--- src/rtl/sag4fun_pkg.sv ---
// Shared types and constants for the sheep-and-goats engine arbiter.
package sag4fun_pkg;

    // Controller states. ISSUE states hold the engine start request until the
    // engine accepts it; WAIT states count out the fixed engine latency.
    typedef enum logic [2:0] {
        IDLE      = 3'd0,
        LDM_ISSUE = 3'd1,
        OP_ISSUE  = 3'd2,
        LDM_WAIT  = 3'd3,
        OP_WAIT   = 3'd4,
        RESP      = 3'd5
    } state_t;

    // Engine op latency for the two supported datapath widths.
    localparam int LAT32 = 5;
    localparam int LAT64 = 6;

endpackage

--- src/rtl/sag4fun_rr_pick.sv ---
// Combinational round-robin picker: first valid requester at or above ptr,
// wrapping around, reported both one-hot and as an index.
module sag4fun_rr_pick #(
    parameter int NREQ = 4,
    parameter int IDW  = 2
) (
    input  logic [NREQ-1:0] valid,
    input  logic [IDW-1:0]  ptr,
    output logic [NREQ-1:0] grant,
    output logic [IDW-1:0]  idx,
    output logic            any
);

    logic [IDW-1:0] cand [NREQ];

    // Requester index examined at each search offset from the pointer.
    generate
        for (genvar gi = 0; gi < NREQ; gi++) begin : g_cand
            logic [IDW:0] sum;
            assign sum = {1'b0, ptr} + (IDW+1)'(gi);
            assign cand[gi] = (sum >= (IDW+1)'(NREQ)) ?
                              IDW'(sum - (IDW+1)'(NREQ)) : sum[IDW-1:0];
        end
    endgenerate

    // Scan offsets from farthest to nearest so the nearest valid one wins.
    always_comb begin
        idx   = '0;
        any   = 1'b0;
        grant = '0;
        for (int k = NREQ - 1; k >= 0; k--) begin
            if (valid[cand[k]]) begin
                idx = cand[k];
                any = 1'b1;
            end
        end
        if (any) begin
            grant[idx] = 1'b1;
        end
    end

endmodule

--- src/rtl/sag4fun_arbiter.sv ---
// Shares one sequential sheep-and-goats engine between NREQ requesters with
// round-robin arbitration, a one-entry mask cache and a tagged response port.
module sag4fun_arbiter
    import sag4fun_pkg::*;
#(
    parameter int N    = 32,
    parameter int NREQ = 4,
    parameter int LAT  = LAT32,
    parameter int IDW  = 2
) (
    input  logic              clock,
    input  logic              reset,
    input  logic              flush,
    input  logic [NREQ-1:0]   req_valid,
    output logic [NREQ-1:0]   req_ready,
    input  logic [NREQ-1:0]   req_inv,
    input  logic [NREQ*N-1:0] req_data,
    input  logic [NREQ*N-1:0] req_mask,
    output logic              rsp_valid,
    input  logic              rsp_ready,
    output logic [IDW-1:0]    rsp_id,
    output logic [N-1:0]      rsp_data,
    output logic              eng_ctrl_inv,
    output logic              eng_ctrl_msk,
    output logic              eng_ctrl_ldm,
    output logic              eng_ctrl_start,
    input  logic              eng_ctrl_ready,
    output logic [N-1:0]      eng_in_data,
    input  logic [N-1:0]      eng_out_data
);

    localparam int CW = $clog2(LAT + 1);

    // Latched request record for the single outstanding op.
    typedef struct packed {
        logic [IDW-1:0] id;
        logic           inv;
        logic [N-1:0]   data;
        logic [N-1:0]   mask;
    } req_t;

    logic [N-1:0] data_arr [NREQ];
    logic [N-1:0] mask_arr [NREQ];

    generate
        for (genvar gi = 0; gi < NREQ; gi++) begin : g_unpack
            assign data_arr[gi] = req_data[gi*N +: N];
            assign mask_arr[gi] = req_mask[gi*N +: N];
        end
    endgenerate

    state_t          state_reg, state_next;
    req_t            req_reg, req_next;
    logic [IDW-1:0]  ptr_reg, ptr_next;
    logic            cache_valid_reg, cache_valid_next;
    logic [N-1:0]    cache_mask_reg, cache_mask_next;
    logic [CW-1:0]   cnt_reg, cnt_next;
    logic            rsp_valid_reg, rsp_valid_next;
    logic [IDW-1:0]  rsp_id_reg, rsp_id_next;
    logic [N-1:0]    rsp_data_reg, rsp_data_next;
    logic            eng_inv_reg, eng_ldm_reg;
    logic [N-1:0]    eng_data_reg;

    logic [NREQ-1:0] pick_grant;
    logic [IDW-1:0]  pick_idx;
    logic            pick_any;

    sag4fun_rr_pick #(
        .NREQ (NREQ),
        .IDW  (IDW)
    ) u_pick (
        .valid (req_valid),
        .ptr   (ptr_reg),
        .grant (pick_grant),
        .idx   (pick_idx),
        .any   (pick_any)
    );

    // State and datapath registers; engine controls remember their last value.
    always_ff @(posedge clock or posedge reset) begin
        if (reset) begin
            state_reg       <= IDLE;
            req_reg         <= '0;
            ptr_reg         <= '0;
            cache_valid_reg <= 1'b0;
            cache_mask_reg  <= '0;
            cnt_reg         <= '0;
            rsp_valid_reg   <= 1'b0;
            rsp_id_reg      <= '0;
            rsp_data_reg    <= '0;
            eng_inv_reg     <= 1'b0;
            eng_ldm_reg     <= 1'b0;
            eng_data_reg    <= '0;
        end else begin
            state_reg       <= state_next;
            req_reg         <= req_next;
            ptr_reg         <= ptr_next;
            cache_valid_reg <= cache_valid_next;
            cache_mask_reg  <= cache_mask_next;
            cnt_reg         <= cnt_next;
            rsp_valid_reg   <= rsp_valid_next;
            rsp_id_reg      <= rsp_id_next;
            rsp_data_reg    <= rsp_data_next;
            eng_inv_reg     <= eng_ctrl_inv;
            eng_ldm_reg     <= eng_ctrl_ldm;
            eng_data_reg    <= eng_in_data;
        end
    end

    // Next-state, accept and engine-control decode.
    always_comb begin
        state_next       = state_reg;
        req_next         = req_reg;
        ptr_next         = ptr_reg;
        cache_valid_next = cache_valid_reg;
        cache_mask_next  = cache_mask_reg;
        cnt_next         = cnt_reg;
        rsp_valid_next   = rsp_valid_reg;
        rsp_id_next      = rsp_id_reg;
        rsp_data_next    = rsp_data_reg;
        req_ready        = '0;
        eng_ctrl_start   = 1'b0;
        eng_ctrl_ldm     = eng_ldm_reg;
        eng_ctrl_inv     = eng_inv_reg;
        eng_in_data      = eng_data_reg;

        // A flush drops the cache; a completing mask load below overrides it.
        if (flush) begin
            cache_valid_next = 1'b0;
        end

        case (state_reg)
            IDLE: begin
                if (pick_any) begin
                    req_ready     = pick_grant;
                    req_next.id   = pick_idx;
                    req_next.inv  = req_inv[pick_idx];
                    req_next.data = data_arr[pick_idx];
                    req_next.mask = mask_arr[pick_idx];
                    ptr_next = (int'(pick_idx) == NREQ - 1) ? '0 : pick_idx + 1'b1;
                    if (cache_valid_reg && !flush &&
                        (mask_arr[pick_idx] == cache_mask_reg)) begin
                        state_next = OP_ISSUE;
                    end else begin
                        state_next = LDM_ISSUE;
                    end
                end
            end
            LDM_ISSUE: begin
                eng_ctrl_start = 1'b1;
                eng_ctrl_ldm   = 1'b1;
                eng_ctrl_inv   = 1'b0;
                eng_in_data    = req_reg.mask;
                if (eng_ctrl_ready) begin
                    cnt_next   = CW'(LAT - 1);
                    state_next = LDM_WAIT;
                end
            end
            LDM_WAIT: begin
                if (cnt_reg != '0) begin
                    cnt_next = cnt_reg - 1'b1;
                end else if (eng_ctrl_ready) begin
                    cache_mask_next  = req_reg.mask;
                    cache_valid_next = 1'b1;
                    state_next       = OP_ISSUE;
                end
            end
            OP_ISSUE: begin
                eng_ctrl_start = 1'b1;
                eng_ctrl_ldm   = 1'b0;
                eng_ctrl_inv   = req_reg.inv;
                eng_in_data    = req_reg.data;
                if (eng_ctrl_ready) begin
                    cnt_next   = CW'(LAT - 1);
                    state_next = OP_WAIT;
                end
            end
            OP_WAIT: begin
                if (cnt_reg != '0) begin
                    cnt_next = cnt_reg - 1'b1;
                end else if (eng_ctrl_ready) begin
                    rsp_data_next  = eng_out_data;
                    rsp_id_next    = req_reg.id;
                    rsp_valid_next = 1'b1;
                    state_next     = RESP;
                end
            end
            RESP: begin
                if (rsp_ready) begin
                    rsp_valid_next = 1'b0;
                    state_next     = IDLE;
                end
            end
            default: state_next = IDLE;
        endcase
    end

    assign eng_ctrl_msk = 1'b0;
    assign rsp_valid    = rsp_valid_reg;
    assign rsp_id       = rsp_id_reg;
    assign rsp_data     = rsp_data_reg;

endmodule

--- config.mk ---
export PLATFORM = sky130hd
export DESIGN_NAME = sag4fun_arbiter
export DESIGN_NICKNAME = d
export VERILOG_FILES = /design/src/rtl/sag4fun_pkg.sv /design/src/rtl/sag4fun_rr_pick.sv /design/src/rtl/sag4fun_arbiter.sv
export SDC_FILE = /design/constraint.sdc
export NUM_CORES = 1
export LEC_CHECK = 0
export BUFFER_PORTS_ARGS = -buffer_cell sky130_fd_sc_hd__buf_2
export CORE_ASPECT_RATIO = 0.8
export CORE_MARGIN = 1
export CORE_UTILIZATION = 50
export DETAILED_ROUTE_END_ITERATION = 10
export PLACE_DENSITY_LB_ADDON = 0.3
export SLEW_MARGIN = 20
export SYNTH_ARGS = -nofsm -noshare
export SYNTH_HDL_FRONTEND = slang
export SYNTH_SLANG_ARGS = --single-unit
--- constraint.sdc ---
create_clock -name clock -period 7 [get_ports clock]
set_clock_uncertainty 0.1 [all_clocks]
set_input_delay 0.35 -clock clock [delete_from_list [all_inputs] [get_ports clock]]
set_output_delay 0.35 -clock clock [all_outputs]
set_load 0.02 [all_outputs]
==> After elaboration in Yosys (flattened, before gate mapping) <==
Cells that the tools add are included.
{ "op_classes": {"addsub": 9, "n_mul": 0, "n_div": 0, "magnitude_cmp": 11, "n_eq_ne": 17, "shift": 0, "n_mux": 57, "bitwise": 2, "n_reduce_logical": 16} }
{ "ops": {"columns": ["operator", "count"], "rows": [
  ["$bmux W32 S2", 2],
  ["$mux W32", 4],
  ["$pmux W32 S2", 1],
  ["$eq A32 B32 Y1", 1],
  ["$mux W3", 9],
  ["$mux W2", 10],
  ["$mux W1", 18],
  ["$pmux W3 S6", 1],
  ["$ne A2 B2 Y1 const B", 8],
  ["$lt A2 B3 Y1 const B", 5],
  ["$ge A3 B3 Y1 const B", 4],
  ["$bmux W1 S2", 5],
  ["$reduce_and A3 Y1", 3],
  ["$mux W4", 2],
  ["$reduce_and A8 Y1", 1],
  ["$sub A2 B1 Y2 const B", 4],
  ["$add A2 B2 Y3 const B", 2],
  ["$eq A3 B2 Y1 const B", 2],
  ["$eq A3 B3 Y1 const B", 2],
  ["$pmux W1 S2", 3],
  ["$pmux W3 S2", 1],
  ["$ne A2 B1 Y1 const B", 2],
  ["$reduce_and A4 Y1", 1],
  ["$reduce_bool A2 Y1", 2],
  ["16 further kinds", 19]
]} }
{ "totals": {"ff_bits": 177, "latchBits": 0, "ram_bits": 0, "rom_bits": 0, "input_bits": 301, "out_inout_bits": 75, "elab_cells": 127, "mem_count": 0} }

==> Longest topological paths before layout <==
{ "depth": {"ltp_word": 18, "ltp_mapped": 12, "mapped_depth_nobuf": 10} }

==> Modules after synthesis <==
Synthesis repeated with hierarchy kept, for this count alone.
{ "unflattened": {"cells_unflattened": 856, "hier_area_um2": 9291.4} }
{ "modules_own_cells": {"columns": ["module", "n_inst", "cells_per_inst", "area_each_um2", "seq_area_each_um2"], "rows": [
  ["sag4fun_arbiter", 1, 823, 9080.0, 4429.2],
  ["sag4fun_rr_pick", 1, 33, 211.5, 0.0]
]} }

==> Worst setup path after synthesis <==
Ideal clock, no wire load.
{ "synth_path": {"path_kind": "flip-flop to output port", "start": "reg ptr_reg[0]", "end": "out req_ready[3]", "t_arrival_ns": 2.265, "required_time_ns": 6.550, "slack_ns": 4.285, "path_stages_with_launch": 11, "n_path_buf": 4, "cell_sequence": "dfrtp_1 > and2b_4 > o21ai_1 > nand3_2 > inv_2 > buf_1 > buf_2 > buf_2 > buf_2 > ha_1 > and2_1"} }
{ "synth_via": {"elab_chain_len": 15} }
{ "synth_rtl": {"columns": ["item", "line_no", "text"], "rows": [
  ["from (decl)", "sag4fun_arbiter.sv:54", "logic [IDW-1:0] ptr_reg, ptr_next;"],
  ["from (signal assigned)", "sag4fun_arbiter.sv:97", "ptr_reg <= ptr_next;"],
  ["$add A2 B2 Y3", "sag4fun_rr_pick.sv:20", "assign sum = {1'b0, ptr} + (IDW+1)'(gi);"],
  ["$ge A3 B3 Y1 or $sub A2 B1 Y2 (tied branches)", "sag4fun_rr_pick.sv:21, sag4fun_rr_pick.sv:22", null],
  ["$mux W2", "sag4fun_rr_pick.sv:21", "assign cand[gi] = (sum >= (IDW+1)'(NREQ)) ?"],
  ["$bmux W1 S2", "sag4fun_rr_pick.sv:32", "if (valid[cand[k]]) begin"],
  ["$mux W1 (not written as such)", "sag4fun_rr_pick.sv:32", null],
  ["$mux W2 (3 in a row)", "sag4fun_rr_pick.sv:32", null],
  ["$mux W2 *", "sag4fun_rr_pick.sv:32", null],
  ["via pick_idx[0]", "sag4fun_arbiter.sv:65", "logic [IDW-1:0] pick_idx;"],
  ["$lt A2 B3 Y1 (not written as such) or $ge A2 B1 Y1 (tied branches)", "sag4fun_rr_pick.sv:38", "grant[idx] = 1'b1;"],
  ["$logic_and A1 B1 Y1 (not written as such)", "sag4fun_rr_pick.sv:38", null],
  ["$mux W1 (not written as such)", "sag4fun_rr_pick.sv:38", null],
  ["$demux W1 S2 *", null, null],
  ["$mux W4 *", "sag4fun_arbiter.sv:134", "if (pick_any) begin"],
  ["$mux W4 *", "sag4fun_arbiter.sv:132", "case (state_reg)"],
  ["to (decl)", "sag4fun_arbiter.sv:15", "output logic [NREQ-1:0] req_ready,"]
]} }
Mark *: on every way through the listed nets, which the timed path passes. The rest lies on a longest branch. The select of a mux whose other input is x is not followed.

==> Worst setup path in the final report <==
{ "layout_path": {"start": "reg ptr_reg[0]", "end": "reg state_reg[0]"} }
{ "layout_via": {"elab_chain_len": 18} }
{ "layout_rtl": {"columns": ["item", "line_no", "text"], "rows": [
  ["$add A2 B2 Y3", "sag4fun_rr_pick.sv:20", null],
  ["$ge A3 B3 Y1 or $sub A2 B1 Y2 (tied branches)", "sag4fun_rr_pick.sv:21, sag4fun_rr_pick.sv:22", null],
  ["$mux W2", "sag4fun_rr_pick.sv:21", null],
  ["$bmux W1 S2", "sag4fun_rr_pick.sv:32", null],
  ["$mux W1 (not written as such)", "sag4fun_rr_pick.sv:32", null],
  ["$mux W2 (4 in a row)", "sag4fun_rr_pick.sv:32", null],
  ["$not A2 Y3 (not written as such)", "sag4fun_arbiter.sv:142", "(mask_arr[pick_idx] == cache_mask_reg)) begin"],
  ["$bmux W32 S2", "sag4fun_arbiter.sv:142", null],
  ["$mux W32 (not written as such) (2 in a row)", "sag4fun_arbiter.sv:142", null],
  ["$eq A32 B32 Y1", "sag4fun_arbiter.sv:142", null],
  ["$logic_and A1 B1 Y1", "sag4fun_arbiter.sv:141", "if (cache_valid_reg && !flush &&"],
  ["$mux W2", "sag4fun_arbiter.sv:141", null],
  ["$mux W3", "sag4fun_arbiter.sv:134", null],
  ["$pmux W3 S6", "sag4fun_arbiter.sv:132", null],
  ["to (signal assigned)", "sag4fun_arbiter.sv:95", "state_reg <= state_next;"],
  ["to (decl)", "sag4fun_arbiter.sv:52", "state_t state_reg, state_next;"]
]} }
Several ways; a longest one is shown, not always the timed one. The select of a mux whose other input is x is not followed.
A chain may end at the register's enable or synchronous reset.

==> results.py <==
metrics = {
    "outcome": {
        "outcome": "finished, violations left",
        "violations": "negative hold slack",
    },
    "pwr": {
        "combPwrFrac_pct": 48.9,
        "leakage_nw": 6.54,
        "pwr_density_cell_mw_per_mm2": 423,
        "ir_drop_mv": 0.248,
        "fin_total_pwr_w": 0.00528,
        "p_switching_w": 0.00238,
        "power.share.switching_pct": 45.0,
        "p_int_w": 0.00290,
        "p_seq_share_pct": 33.9,
        "p_clk_share_pct": 17.2,
    },
    "floorplanning": {
        "fp-row-count": 45,
        "initial_core_util_pct": 51.7,
        "die_height_um": 128,
        "design.core.area_mm2": 0.0193,
        "dieArea_mm2": 0.0205,
        "dieWidth_um": 160,
        "pin_count": 376,
    },
    "global_routing": {
        "first_global_vias": 9090,
        "grt_max_degree": 120,
        "overflow": 0,
        "antenna_found_initial": 0,
        "grt_usage_pct": 30.2,
        "grt_first_pass_wirelength_um": 48300,
    },
    "placement": {
        "dpl.cell_count": 1702,
        "dpl.hpwl_um": 22700,
        "gp_congestion": 0.906,
        "numPortBuffers": 374,
    },
    "cells_and_area": {
        "seq_area_mm2": 0.00443,
        "multi_input_area_mm2": 0.00515,
        "fin_nets": 1770,
        "layout-drive-gt1-share_pct": 35.5,
        "area_delta_synth_final_pct": 25.4,
        "fillerInstances": 1701,
        "layout_common_cells": "374 x buf_2, 349 x nand2_1, 177 x dfrtp_1",
        "final_common_cell": "buf_2",
        "final_cell_count_no_fill": 1734,
        "largest_reg_flops": 67,
    },
    "run": {
        "drv_cap": 0,
    },
    "clocking": {
        "cts_tree": "yes",
        "root_buffer": "clkbuf_16",
        "cts_setup_buffers": 0,
        "worstSkewPairLatency_ns": 0.43,
        "cts.repair.resized": 0,
        "cts_buffers": 17,
        "clk_path_buf_depth": 2,
        "clkTransAtPathRegs_ns": 0.08,
        "hold_buffers": 0,
        "cts_sinks": 177,
        "ctsHtreeMaxLevel": 4,
    },
    "synth": {
        "syn_inst": 1141,
        "ys_ff_latch": 177,
        "yosys_most_used_dff": "dfrtp_1",
        "ys_types": 67,
        "synth_nets": 1448,
        "seq_area_frac_synth_pct": 44.5,
        "ys_warn_count": 0,
        "synth_edf_count": 0,
        "postSynth.asyncResetShare_pct": 100,
        "synth_area_mm2": 0.00996,
        "postSynthAreaPerCell_um2": 8.73,
    },
    "timing": {
        "grt_setup_unrepaired": "false",
        "setup_viol": 0,
        "final.setup.tns_ns": 0,
        "finalHoldViolCount": 10,
        "hold_slack_ns": -0.0338,
        "fin_crit_ns": 3.89,
        "worst_pin_slew_ns": 1.01,
        "drv_slew": 0,
        "finalCritPeriodShare_pct": 55.6,
        "slew_headroom_pct": 32.7,
        "max_clock_freq_mhz": 257,
    },
    "routing": {
        "ant_nets": 0,
        "via_count": 9645,
        "dr.pass1.iters": 5,
        "wire_per_inst_um": 17.8,
        "route.detailed.drc": 0,
        "drtIter0Drc": 794,
        "vias_per_cell": 5.56,
        "totalWireLength_um": 30900,
    },
    "critical_path": {
        "critPathMaxFanout": 90,
        "start_kind": "flop",
        "endpoint_kind": "flop",
        "required_ns": 7.19,
        "crit_arrival_ns": 4.08,
        "critical_path_class": "reg -> reg",
    },
    "worst_hold_path": {
        "hold_path.class": "in -> async",
    },
}
routing by layer:
layer / global-route usage (%) / vias to the layer above / part of all wire (%)
met5: 0 / - / 0
met2: 51.6 / 400 / 49
met4: 7.68 / 0 / 1.7
met3: 4.56 / 43 / 6.1
li1: - / 4614 / -
met1: 40.5 / 4588 / 43
cell usage after synthesis (5+ instances only):
cell / n / area share (%)
inv_1: 13 / 0.49
nor2b_1: 7 / 0.44
mux2i_1: 28 / 2.8
nand2_1: 349 / 13
a31o_2: 10 / 0.88
buf_1: 16 / 0.60
a22oi_1: 32 / 2.4
buf_6: 5 / 0.57
o22ai_1: 7 / 0.44
and2_1: 9 / 0.57
a211oi_2: 5 / 0.63
nor2_1: 14 / 0.53
xor2_1: 7 / 0.62
clkbuf_1: 46 / 1.7
nor3_1: 13 / 0.65
nand3_1: 124 / 6.2
dfrtp_1: 177 / 44
and3_1: 18 / 1.1
o21ai_0: 45 / 2.3
ha_1: 6 / 0.75
xnor2_1: 13 / 1.1
a21o_1: 6 / 0.45
a211oi_1: 13 / 0.98
o31ai_1: 5 / 0.38
nand4_1: 6 / 0.38
a21oi_1: 15 / 0.75
mux2_2: 72 / 8.1
buf_2: 13 / 0.65
final cells by class:
type                       count  area share [%]
multi-input combinational    867            41.3
tap                          258            2.59
clock buffer                  18            3.44
sequential                   177            35.5
timing repair buffer         385            15.7
clock inverter                13            1.03
antenna                        1          0.0200
inverter                      15           0.521
logic make-up (layout without fill, tap and decap cells):
kind of cell / count (synthesis) / in the layout / share of synthesized area (%)
AND/OR/NAND/NOR: 561 / 561 / 25.0
AO/OA/AOI/OAI: 178 / 178 / 12.7
flip-flops: 177 / 177 / 44.5
multiplexers: 101 / 101 / 11.1
buffers and inverters: 97 / 431 / 4.25
XOR/XNOR: 20 / 20 / 1.76
adder cells (fa/ha/maj): 6 / 6 / 0.754
other: 1 / 2 / 0.0376
worst paths after layout:
check                      slack (ns)              from  cells after the start          endpoint
setup / recovery                 3.11        ptr_reg[0]                     10      state_reg[0]
hold / removal                  -0.03             reset                      2       rsp_data[7]
setup reg to reg                 3.11        ptr_reg[0]                     10      state_reg[0]
hold reg to reg                  0.37  eng_data_reg[23]                      2  eng_data_reg[23]
max in group asynchronous        5.54             reset                      3       req_reg[42]
min in group clock               0.05  eng_out_data[13]                      2      rsp_data[13]
per-stage QoR:
stage                     util, %  area [µm²]  setup slack [ns]  hold WS [ns]
after floorplan                 -        9960              1.75         0.346
after global placement       61.9       11900              3.04         0.352
after detailed placement     61.9       11900              3.03         0.354
after CTS                    64.8       12500              3.15        0.0223
after global routing         64.8       12500              2.83        0.0411
final                        64.8       12500              3.11       -0.0338
power by group through the flow:
stage	registers, W	logic (W)	clock network (W)
after floorplan	0.00173	0.00180	0
after global placement	0.00179	0.00252	0
after detailed placement	0.00180	0.00257	0
after CTS	0.00178	0.00259	0.000918
after global routing	0.00184	0.00283	0.000962
final	0.00179	0.00258	0.000909
critical path: stages (launching register included):
cell	delay [ns]
dfrtp_1	0.41
and2b_4	0.29
a211oi_4	0.10
nor2_8	0.31
buf_4	0.80
mux2_2	0.35
o2111ai_1	0.14
a2111oi_0	0.40
nand4_1	0.22
nor4_2	0.46
a31oi_1	0.14
No activity file was read; power rests on OpenSTA's default activity.
